## src/rtl/m_load_ext_pipe_pkg.sv

```systemverilog
// Shared types for the registered load-data extender.
// The size encoding matches the LSU load-size field.
package m_load_ext_pipe_pkg;

  typedef enum logic [1:0] {
    LDX_BYTE  = 2'd0,
    LDX_HALF  = 2'd1,
    LDX_WORD  = 2'd2,
    LDX_DWORD = 2'd3
  } ldx_size_e;

endpackage

```

## src/rtl/m_load_ext_core.sv

```systemverilog
// Combinational lane select, sign/zero extension and alignment fault detection
// for one load beat. No state; the pipe wrapper registers the result.
module m_load_ext_core
  import m_load_ext_pipe_pkg::*;
#(
  parameter int DW     = 32,
  localparam int LANE_W = $clog2(DW/8)
) (
  input  logic [DW-1:0]     rdata,
  input  logic [LANE_W-1:0] addr,
  input  ldx_size_e         size,
  input  logic              is_signed,
  output logic [DW-1:0]     data,
  output logic              fault
);

  localparam logic [DW-1:0] ONES = '1;

  logic [LANE_W-1:0] low_mask;
  logic [LANE_W-1:0] lane;
  logic [DW-1:0]     shifted;
  logic [DW-1:0]     keep_mask;
  logic              msb;

  always_comb begin
    // NOTE: every output of this block gets a default first so no path can infer a latch.
    low_mask  = '0;
    keep_mask = ONES;
    msb       = 1'b0;
    data      = '0;
    fault     = 1'b0;

    case (size)
      LDX_BYTE: begin
        low_mask  = '0;
        keep_mask = ONES >> (DW - 8);
      end
      LDX_HALF: begin
        low_mask  = LANE_W'(1);
        keep_mask = ONES >> (DW - 16);
      end
      LDX_WORD: begin
        low_mask  = LANE_W'(3);
        keep_mask = ONES >> (DW - 32);
      end
      default: begin
        low_mask  = LANE_W'(7);
        keep_mask = ONES;
      end
    endcase

    // Align the addressed field down to bit 0; the lane is the address rounded
    // down to the access size, so a misaligned address still indexes a real lane.
    lane    = addr & ~low_mask;
    shifted = rdata >> {lane, 3'b000};

    case (size)
      LDX_BYTE: msb = shifted[7];
      LDX_HALF: msb = shifted[15];
      LDX_WORD: msb = shifted[31];
      default:  msb = shifted[DW-1];
    endcase

    fault = ((addr & low_mask) != '0) || (size == LDX_DWORD && DW == 32);

    if (!fault) begin
      data = (shifted & keep_mask) | ((is_signed && msb) ? ~keep_mask : '0);
    end
  end

endmodule

```

## src/rtl/m_load_ext_pipe.sv

```systemverilog
// M->W load-data extender: one output register with valid/ready handshake,
// flush, and a saturating count of faulted beats.
module m_load_ext_pipe
  import m_load_ext_pipe_pkg::*;
#(
  parameter int DW        = 32,
  parameter int ERR_CNT_W = 8,
  localparam int LANE_W   = $clog2(DW/8)
) (
  input  logic                 clk,
  input  logic                 reset,
  input  logic                 i_valid,
  output logic                 o_ready,
  input  logic [DW-1:0]        i_rdata,
  input  logic [LANE_W-1:0]    i_addr,
  input  logic [1:0]           i_size,
  input  logic                 i_signed,
  input  logic                 i_flush,
  output logic                 o_valid,
  input  logic                 i_ready,
  output logic [DW-1:0]        o_data,
  output logic                 o_fault,
  output logic [ERR_CNT_W-1:0] o_fault_cnt
);

  logic [DW-1:0] core_data;
  logic          core_fault;
  logic          accept;

  m_load_ext_core #(.DW(DW)) u_core (
    .rdata     (i_rdata),
    .addr      (i_addr),
    .size      (ldx_size_e'(i_size)),
    .is_signed (i_signed),
    .data      (core_data),
    .fault     (core_fault)
  );

  assign o_ready = !o_valid || i_ready;
  assign accept  = i_valid && o_ready && !i_flush;

  // NOTE: the data register is reset along with the control bits so a reset
  // mid-transfer leaves nothing of the old beat visible on o_data.
  always_ff @(posedge clk or posedge reset) begin
    if (reset) begin
      o_valid     <= 1'b0;
      o_data      <= '0;
      o_fault     <= 1'b0;
      o_fault_cnt <= '0;
    end else if (i_flush) begin
      o_valid <= 1'b0;
    end else if (accept) begin
      // NOTE: non-blocking assignments keep every register update in this block
      // based on pre-edge values, independent of statement order.
      o_valid <= 1'b1;
      o_data  <= core_data;
      o_fault <= core_fault;
      if (core_fault && o_fault_cnt != '1) begin
        o_fault_cnt <= o_fault_cnt + 1'b1;
      end
    end else if (i_ready) begin
      o_valid <= 1'b0;
    end
  end

endmodule

```

## config.mk

```make
export PLATFORM = sky130hd
export DESIGN_NAME = m_load_ext_pipe
export DESIGN_NICKNAME = d
export VERILOG_FILES = /design/src/rtl/m_load_ext_pipe_pkg.sv /design/src/rtl/m_load_ext_core.sv /design/src/rtl/m_load_ext_pipe.sv
export SDC_FILE = /design/constraint.sdc
export NUM_CORES = 1
export LEC_CHECK = 0
export ABC_AREA = 0
export CAP_MARGIN = 20
export CORE_AREA = 2 2 95 60
export DETAILED_ROUTE_END_ITERATION = 7
export DIE_AREA = 0 0 97 62
export PLACE_DENSITY_LB_ADDON = 0.15
export REMOVE_ABC_BUFFERS = 1
export SYNTH_ARGS = -nofsm -noshare
export SYNTH_HDL_FRONTEND = slang
export SYNTH_SLANG_ARGS = --single-unit
```

## constraint.sdc

```tcl
create_clock -name clk -period 1.75 [get_ports clk]
set_input_delay 0.35 -clock clk [delete_from_list [all_inputs] [get_ports clk]]
set_output_delay 0.35 -clock clk [all_outputs]
set_load 0.01 [all_outputs]
```

==> summary.txt, run 1 <==
status = finished clean
Die Footprint = 0.006014 mm2
Synth Flop Type = dfrtp_1
CTS tree = built
initial antenna violation count = 0
Worst VDD drop = 0.5059 mV
Largest stage delay, worst path = 0.48 ns
Slew headroom = 0.6994
final setup fails = 0
critical path depth in cells = 7
clk slew on worst S/H paths = 0.10 ns
IO Port Bufs = 84
share of cells above drive strength 1 = 0.2508
count of clock tree sinks = 42
clk buf depth = 2
Power Density = 813.5 mW/mm2
crit path capture = o_data[8]
post-synthesis sequential area ratio = 0.4907
Hold Path Class = primary input to asynchronous set/reset pin
Row Count = 21
drt wl/cell = 17.58 um
core area = 0.005281 mm2
final worst slack = 0.05166 ns
Max Cap Viol = 0
Final Instance Area = 0.003576 mm2
top cell type by total area after synthesis = dfrtp_1
DP HPWL = 4.406 mm
antenna cells = 0
Clk Latency, worst-skew pair = 0.32 ns
gpl congestion = 0.8562
worst slack at placement = -0.6431 ns
global-route wire length before repair = 9.887 mm
TritonCTS Buffers = 5
Final Critical Period = 1.698 ns
Crit-path slowest cell = or3b_4
Post-DRT Antenna Nets = 0
non-filler cells, final = 364
setup TNS = 0 ns
vias after detailed routing = 1990
leakage = 1.599 nW
DRT Wirelength = 6.399 mm
reg2reg setup slack = 0.09 ns
synth top area cells = dfrtp_1 (49%), mux4_2 (8.4%), a221o_1 (7.5%)
Post-Syn Area = 0.002142 mm2
type of the worst setup path = primary input to flip-flop
Reg-to-Reg Start = o_valid
Arr. time, crit path = 1.91 ns
nets = 337
Crit path max-delay family = simple AND/OR/NAND/NOR gates
Synth async-reset ratio = 1.000
final routed DRC violation total = 0
CTS root buf = clkbuf_8
Starting Density = 0.4056
RR Endpoint = o_data[27]
pin count of the biggest net entering global routing = 34
final slew viol count = 0
Buf/Inv on CP = 3
# IOs = 85
crit start category = primary input
vias in the first global route = 1834
Tcrit/Tclk final = 0.9705
placed cell count = 347
iteration-0 DRC count of the detailed router = 141
area grow syn2layout = 66.94%
placed cell area = 0.003329 mm2
Fmax = 588.8 MHz
R2R cell count = 8
#FFs+latches synth = 42
Crit. End Element = flip-flop
critical path, cell by cell = clkdlybuf4s15_1, or3b_4, nor3_2, buf_4, a2111oi_4, buf_4, a211o_1
Fin Clk Skew = 0.01413 ns
Synth Instances = 171
hold buffers post-CTS = 0
CP Data Required Time = 1.96 ns
gr ovfl total = 0
post-synth cell types = 36
worst hold slack = 0.3197 ns
Tightest Pin Transition = 0.4462 ns
Crit path top cell by count = buf_4
Die W = 97 um
Mean Syn Cell Area = 12.53 um2
vias per inst = 5.467
DR pass1 iterations = 4
H-Tree Depth = 2
Setup crit start = i_size[0]
Crit Path Max Fanout = 5
number of flops mapped to enable cells by yosys = 0
Die Height = 62 um
top-area cell type share of the netlist area = 0.4907
GRT Total Usage = 0.2156
Hold Violations, Final = 0
# fillers = 404
warnings from Yosys = 0
cell usage after synthesis, drive strengths merged (2+ instances only):
cell type,count
buf,5
nor2b,3
dfrtp,42
nand3,5
a221o,16
nor3,4
xnor2,6
nand4,3
clkbuf,5
and3,4
a22o,8
nand2,9
inv,5
and2,2
a211o,8
nor2,13
a2111oi,9
mux2i,2
mux4,8
state kept, by name, summed over array words and instances, names as in the netlist:
name	cells
o_valid	1
o_fault_cnt	8
o_fault	1
o_data	32
placed cells by master, fill, tap and decap left out, drive strengths merged, types with 2 or more instances in the layout:
cell            n
a2111oi         9
a211o           8
a221o          16
a22o            8
and2            2
and3            4
buf            41
clkbuf          6
clkdlybuf4s15   4
clkdlybuf4s50  75
clkinvlp        2
dfrtp          42
dlygate4sd2     5
inv             6
mux2i           2
mux4            8
nand2           9
nand3           5
nand4           3
nor2           13
nor2b           3
nor3            4
xnor2           6
cell families (layout without fill, tap and decap cells):
group	Yosys count	in the layout	share of synthesized area
compound gates	47	47	0.2214
xor+xnor	7	7	0.02862
fa+ha+maj	1	1	0.005840
buf+inv	15	139	0.03213
flops	42	42	0.4907
mux	11	11	0.09871
simple gates	48	48	0.1227
layer usage:
layer / track usage / vias to the layer above / wire length [um]
met5: 0 / - / 0
met4: 0.06439 / 0 / 69
met3: 0.04698 / 8 / 520
met2: 0.3165 / 99 / 2727
met1: 0.3239 / 958 / 3083
li1: - / 925 / -
per-stage QoR:
stage / util / total power, mW
global route: 0.6771 / 3.034
floorplan: - / 1.600
finish: 0.6771 / 2.909
global placement: 0.6304 / 2.192
CTS: 0.6705 / 2.906
detailed placement: 0.6304 / 2.219
repair_timing:
item	CTS	global route
gates cloned	2	0
setup buffers	3	5
setup endpoints to repair	34	26
pin swaps	10	5
endpoints found under the hold margin	0	0
gates resized for setup	22	8
power breakdown:
part           switching, mW  internal [mW]
logic                  0.383          0.605
clock network          0.403          0.286
registers              0.109           1.12
worst min-delay path by stage:
| stage | from | endpoint | slack, ns | depth (start not counted) |
|---|---|---|---|---|
| detailed placement | o_data[12] | o_data[12] | 0.48 | 1 |
| CTS | reset | o_data[20] | 0.34 | 2 |
| finish | reset | o_data[20] | 0.32 | 2 |
| global placement | o_data[9] | o_data[9] | 0.47 | 1 |
| floorplan | i_flush | o_valid | 0.42 | 1 |
| global route | reset | o_data[20] | 0.35 | 2 |
area by class of cell:
| class | instances | area (um2) | share of cell area |
|---|---|---|---|
| Clock buffer | 5 | 68.82 | 0.01924 |
| Timing Repair Buffer | 126 | 1271 | 0.3555 |
| Multi-Input combinational cell | 114 | 1056 | 0.2953 |
| Sequential cell | 42 | 1051 | 0.2939 |
| Inverter | 5 | 18.77 | 0.005248 |
| Tap cell | 69 | 86.33 | 0.02414 |
| Clock inverter | 3 | 23.77 | 0.006648 |
Note: power is estimated with default switching activity, not from simulation.
==> inputs of run 2 (changes only) <==
Clock period 1.75 ns to 1.6 ns, I/O delays scaled along.
==> summary.txt, run 2 (same netlist as run 1, synthesis figures left out) <==
Slew headroom = 0.7055 (+0.006066)
GRT Total Usage = 0.2192 (+0.003525)
Hold Path Class = primary input to flip-flop
TritonCTS Buffers = 5 (unchanged)
initial antenna violation count = 0 (unchanged)
drt wl/cell = 17.57 um (about the same)
type of the worst setup path = primary input to flip-flop
Tcrit/Tclk final = 0.9915
vias after detailed routing = 2007 (+0.85%)
Post-DRT Antenna Nets = 0 (unchanged)
Die Height = 62 um (unchanged)
Die W = 97 um (unchanged)
Reg power frac = 0.423 (about the same)
register area = 0.001051 mm2 (unchanged)
Die Footprint = 0.006014 mm2 (unchanged)
CTS root buf = clkbuf_8
clk buf depth = 2 (unchanged)
Largest regs = o_data: 32 flops, o_fault_cnt: 8 flops
critical path depth in cells = 7 (unchanged)
antenna cells = 0 (unchanged)
Largest stage delay, worst path = 0.49 ns (about the same)
CTS tree = built
status = finished clean
Power Density = 870.3 mW/mm2 (+7.0%)
Arr. time, crit path = 1.78 ns (-0.13 ns)
clock share of power = 0.236 (about the same)
Crit Path Max Fanout = 7 (+2)
area grow syn2layout = 69.33%
most common cell after layout, fill and taps aside = clkdlybuf4s50_1
Max Cap Viol = 0 (unchanged)
crit path capture = o_data[31]
DR pass1 iterations = 4 (unchanged)
clk slew on worst S/H paths = 0.09 ns (about the same)
vias per inst = 5.469 (about the same)
reg2reg setup slack = 0.08 ns (about the same)
leakage = 1.707 nW (+6.8%)
pin count of the biggest net entering global routing = 34 (unchanged)
Crit. End Element = flip-flop
Sw Share = 0.3052 (-0.002198)
Worst VDD drop = 0.6227 mV (+23%)
unrepaired setup endpoints after global routing = no
largest reg by FF count = o_data
number of flip-flops in the largest register = 32 (unchanged)
H-Tree Depth = 2 (unchanged)
DP HPWL = 4.434 mm (+0.64%)
hold buffers post-CTS = 0 (unchanged)
nets = 340 (+0.89%)
share of cells above drive strength 1 = 0.2886 (+0.03774)
iteration-0 DRC count of the detailed router = 112 (-21%)
RR Endpoint = o_fault_cnt[1]
gpl congestion = 0.8559 (about the same)
core area = 0.005281 mm2 (unchanged)
Fmax = 630.4 MHz
Final Critical Period = 1.586 ns
# fillers = 402 (-0.50%)
Pwr Total = 3.157 mW (+8.5%)
highest-count cells in the layout ignoring fill and taps = clkdlybuf4s50_1 (66), dfrtp_1 (42), buf_4 (31)
final setup fails = 0 (unchanged)
Reg-to-Reg Start = o_fault_cnt[0]
Row Count = 21 (unchanged)
area occupied by multi-input gates = 0.001072 mm2 (+1.5%)
cell internal pwr = 2.193 mW (+8.9%)
Clk Latency, worst-skew pair = 0.32 ns (about the same)
Tightest Pin Transition = 0.4307 ns (-0.01552 ns)
IO Port Bufs = 84 (unchanged)
Starting Density = 0.4056 (unchanged)
setup TNS = 0 ns (unchanged)
crit start category = primary input
CP Data Required Time = 1.79 ns (-0.17 ns)
global-route wire length before repair = 9.922 mm (+0.35%)
Crit-path slowest cell = mux4_2
DRT Wirelength = 6.449 mm (+0.78%)
final routed DRC violation total = 0 (unchanged)
Fin Clk Skew = 0.01403 ns (-0.00009420 ns)
Gate power share = 0.342 (+0.002)
critical path, cell by cell = buf_2, mux4_2, nor3_4, a2111oi_4, buf_4, buf_12, a221o_1
Hold Violations, Final = 0 (unchanged)
Crit path max-delay family = multiplexers
# IOs = 85 (unchanged)
R2R cell count = 5 (-3)
gr ovfl total = 0 (unchanged)
final worst slack = 0.01365 ns (-0.03801 ns)
final slew viol count = 0 (unchanged)
worst slack at placement = -0.8022 ns (-0.1591 ns)
vias in the first global route = 1877 (+2.3%)
Buf/Inv on CP = 3 (unchanged)
Psw = 963.4 uW (+7.7%)
Setup crit start = i_rdata[15]
count of clock tree sinks = 42 (unchanged)
## run 2: metal layers
metal,vias to the layer above,GRT usage,share of wire
li1,931,-,-
met1,989,0.3219,0.50
met2,77,0.3304,0.43
met3,10,0.04586,0.064
met4,0,0.07243,0.013
met5,-,0,0
## run 2: timing repair
| item | CTS | global route |
|---|---|---|
| pin swaps | 5 | 7 |
| cloned | 1 | 2 |
| setup endpoints to repair | 46 | 36 |
| buffers inserted | 8 | 2 |
| gates resized for setup | 44 | 23 |
## run 2: power groups by stage
stage / logic (mW) / clock network, mW / registers [mW]
3_3_place_gp: 1.04 / 0 / 1.36
2_1_floorplan: 0.305 / 0 / 1.45
5_1_grt: 1.17 / 0.795 / 1.36
3_5_place_dp: 1.05 / 0 / 1.36
6_report: 1.08 / 0.744 / 1.33
4_1_cts: 1.08 / 0.758 / 1.34
## run 2: cell type report
class,instances,area share
multi-input cells,114,0.2956
clock buffers,5,0.01897
clock inverters,3,0.006554
well taps,69,0.02380
repair buffers,129,0.3601
flip-flops and latches,42,0.2898
inverters,5,0.005174
## run 2: how the worst min path moves through the flow
stage | cells past startpoint | end | startpoint | slack (ns)
floorplan | 1 | o_valid | i_flush | 0.39
global placement | 1 | o_data[9] | o_data[9] | 0.47
detailed placement | 1 | o_data[9] | o_data[9] | 0.48
CTS | 2 | o_data[20] | reset | 0.30
global route | 2 | o_valid | i_flush | 0.29
finish | 2 | o_valid | i_flush | 0.27
## run 2: through the flow
step	utilization	hold WS (ns)	cell area, um2	std cells
after floorplan	-	0.3864	2092	161
after global placement	0.6314	0.4695	3334	346
after detailed placement	0.6314	0.4754	3334	346
after CTS	0.6707	0.3021	3542	363
after global routing	0.6868	0.2865	3627	367
final	0.6868	0.2697	3627	367
==> inputs of run 3 (changes only) <==
Settings changed: CORE_AREA 2 2 95 60 to 2 2 74 76, DIE_AREA 0 0 97 62 to 0 0 76 78.
==> summary.txt, run 3 (same netlist as run 1, synthesis figures left out) <==
status = finished with violations
failing checks = setup timing
most common cell after layout, fill and taps aside = clkdlybuf4s50_1
Hold Violations, Final = 0 (unchanged)
worst hold slack = 0.2795 ns (+0.009790 ns)
highest-count cells in the layout ignoring fill and taps = clkdlybuf4s50_1 (69), dfrtp_1 (42), buf_4 (34)
DRT Wirelength = 6.675 mm (+3.5%)
Final Critical Period = 1.649 ns (+0.06294 ns)
reg2reg setup slack = -0.05 ns (-0.13 ns)
TritonCTS Buffers = 5 (unchanged)
Hold Path Class = primary input to asynchronous set/reset pin
crit start category = flip-flop
type of the worst setup path = flip-flop to flip-flop
Die W = 76 um (-22%)
clk buf depth = 2 (unchanged)
Crit Path Max Fanout = 4 (-3)
Crit path max-delay family = compound AO/OA/AOI/OAI gates
number of flip-flops in the largest register = 32 (unchanged)
Row Count = 26 (+24%)
H-Tree Depth = 2 (unchanged)
Tightest Pin Transition = 0.5941 ns (+0.1634 ns)
DR pass1 iterations = 4 (unchanged)
unrepaired setup endpoints after global routing = yes
area grow syn2layout = 66.94%
Power Density = 922.2 mW/mm2 (+6.0%)
core area = 0.005042 mm2 (-4.5%)
Starting Density = 0.4248 (+0.01922)
final setup fails = 1 (+1)
vias per inst = 5.562 (+1.7%)
drt wl/cell = 18.29 um (+4.1%)
GRT Total Usage = 0.2345 (+0.01537)
Max Cap Viol = 0 (unchanged)
count of clock tree sinks = 42 (unchanged)
# IOs = 85 (unchanged)
largest reg by FF count = o_data
critical path, cell by cell = nor2b_4, inv_2, o211ai_4, buf_4, buf_2, a2111oi_0, a211o_1
antenna cells = 0 (unchanged)
worst slack at placement = -0.7752 ns (+0.02698 ns)
Post-DRT Antenna Nets = 0 (unchanged)
hold buffers post-CTS = 0 (unchanged)
Tcrit/Tclk final = 1.031 (+0.03933)
CTS tree = built
vias after detailed routing = 2030 (+1.1%)
Buf/Inv on CP = 3 (unchanged)
gpl congestion = 0.8885 (+3.8%)
Arr. time, crit path = 1.88 ns (+0.10 ns)
initial antenna violation count = 0 (unchanged)
IO Port Bufs = 84 (unchanged)
Crit. End Element = flip-flop
Worst VDD drop = 0.7606 mV (+22%)
Die Footprint = 0.005928 mm2 (-1.4%)
pin count of the biggest net entering global routing = 33 (-2.9%)
Largest regs = o_data: 32 flops, o_fault_cnt: 8 flops
Crit-path slowest cell = a2111oi_0
gr ovfl total = 0 (unchanged)
DP HPWL = 4.508 mm (+1.7%)
Largest stage delay, worst path = 0.43 ns (-0.06 ns)
nets = 338 (-0.59%)
final routed DRC violation total = 0 (unchanged)
Clk Latency, worst-skew pair = 0.29 ns (-0.03 ns)
final slew viol count = 0 (unchanged)
clk slew on worst S/H paths = 0.08 ns (about the same)
CTS root buf = clkbuf_8
leakage = 1.629 nW (-4.5%)
share of cells above drive strength 1 = 0.2780 (-0.01062)
vias in the first global route = 2100 (+12%)
final worst slack = -0.04928 ns (-0.06294 ns)
global-route wire length before repair = 10.83 mm (+9.1%)
Die Height = 78 um (+26%)
iteration-0 DRC count of the detailed router = 191 (+71%)
Fin Clk Skew = 0.004059 ns (-0.009974 ns)
Fmax = 606.3 MHz (-3.8%)
Slew headroom = 0.6040 (-0.1015)
CP Data Required Time = 1.83 ns (+0.04 ns)
==> run 3: path summary, 6_finish.rpt <==
check,cells past startpoint,endpoint,from
min in group clk,3,o_data[23],i_rdata[23]
max in group asynchronous,3,o_data[23],reset
max reg2reg,7,o_data[9],o_valid
max,7,o_data[9],o_valid
min reg2reg,1,o_fault_cnt[6],o_fault_cnt[6]
min,2,o_fault_cnt[7],reset
==> run 3: worst reg2reg max path: cells and delay by family, from the launching register on <==
kind	cells	cell delay, ns
and+or+nand+nor	1	0.13
AOI/OAI and AO/OA	3	0.71
buffers and inverters	3	0.36
DFF	1	0.38
==> run 3: layout make-up <==
cell class | count | area, um2
repair buffers | 127 | 1230
fillers | 384 | 1466
inverters | 5 | 18.77
well taps | 70 | 87.58
multi-input cells | 114 | 1076
clock inverters | 1 | 30.03
flip-flops and latches | 42 | 1051
clock buffers | 6 | 82.58
==> run 3: metrics by stage <==
step	total power, mW	cell area (um2)	util	instances	setup TNS (ns)
floorplan	1.750	2092	-	161	-9.552
global placement	2.393	3306	0.6556	348	-25.26
detailed placement	2.409	3306	0.6556	348	-27.00
CTS	3.306	3583	0.7107	366	-0.01517
global route	3.455	3576	0.7092	365	-0.5395
finish	3.298	3576	0.7092	365	-0.04928
==> run 3: where the power goes <==
group          switching [mW]  total (mW)  internal [mW]
Sequential              0.110        1.34           1.23
Clock                   0.368       0.867          0.500
Combinational           0.434        1.09          0.657
==> run 3: what timing repair did <==
item / CTS / global route
gates resized for setup: 55 / 9
gates cloned: 3 / 0
pin swaps: 9 / 7
setup endpoints to repair: 46 / 26
buffers inserted: 9 / 4
==> run 3: per-layer routing <==
layer / vias to the layer above / track usage / part of all wire / wire length, um
met1: 1014 / 0.2892 / 0.41 / 2763
met4: 0 / 0.08727 / 0.030 / 197
met2: 78 / 0.4000 / 0.50 / 3317
met5: - / 0 / 0 / 0
li1: 923 / - / - / -
met3: 15 / 0.05930 / 0.059 / 397
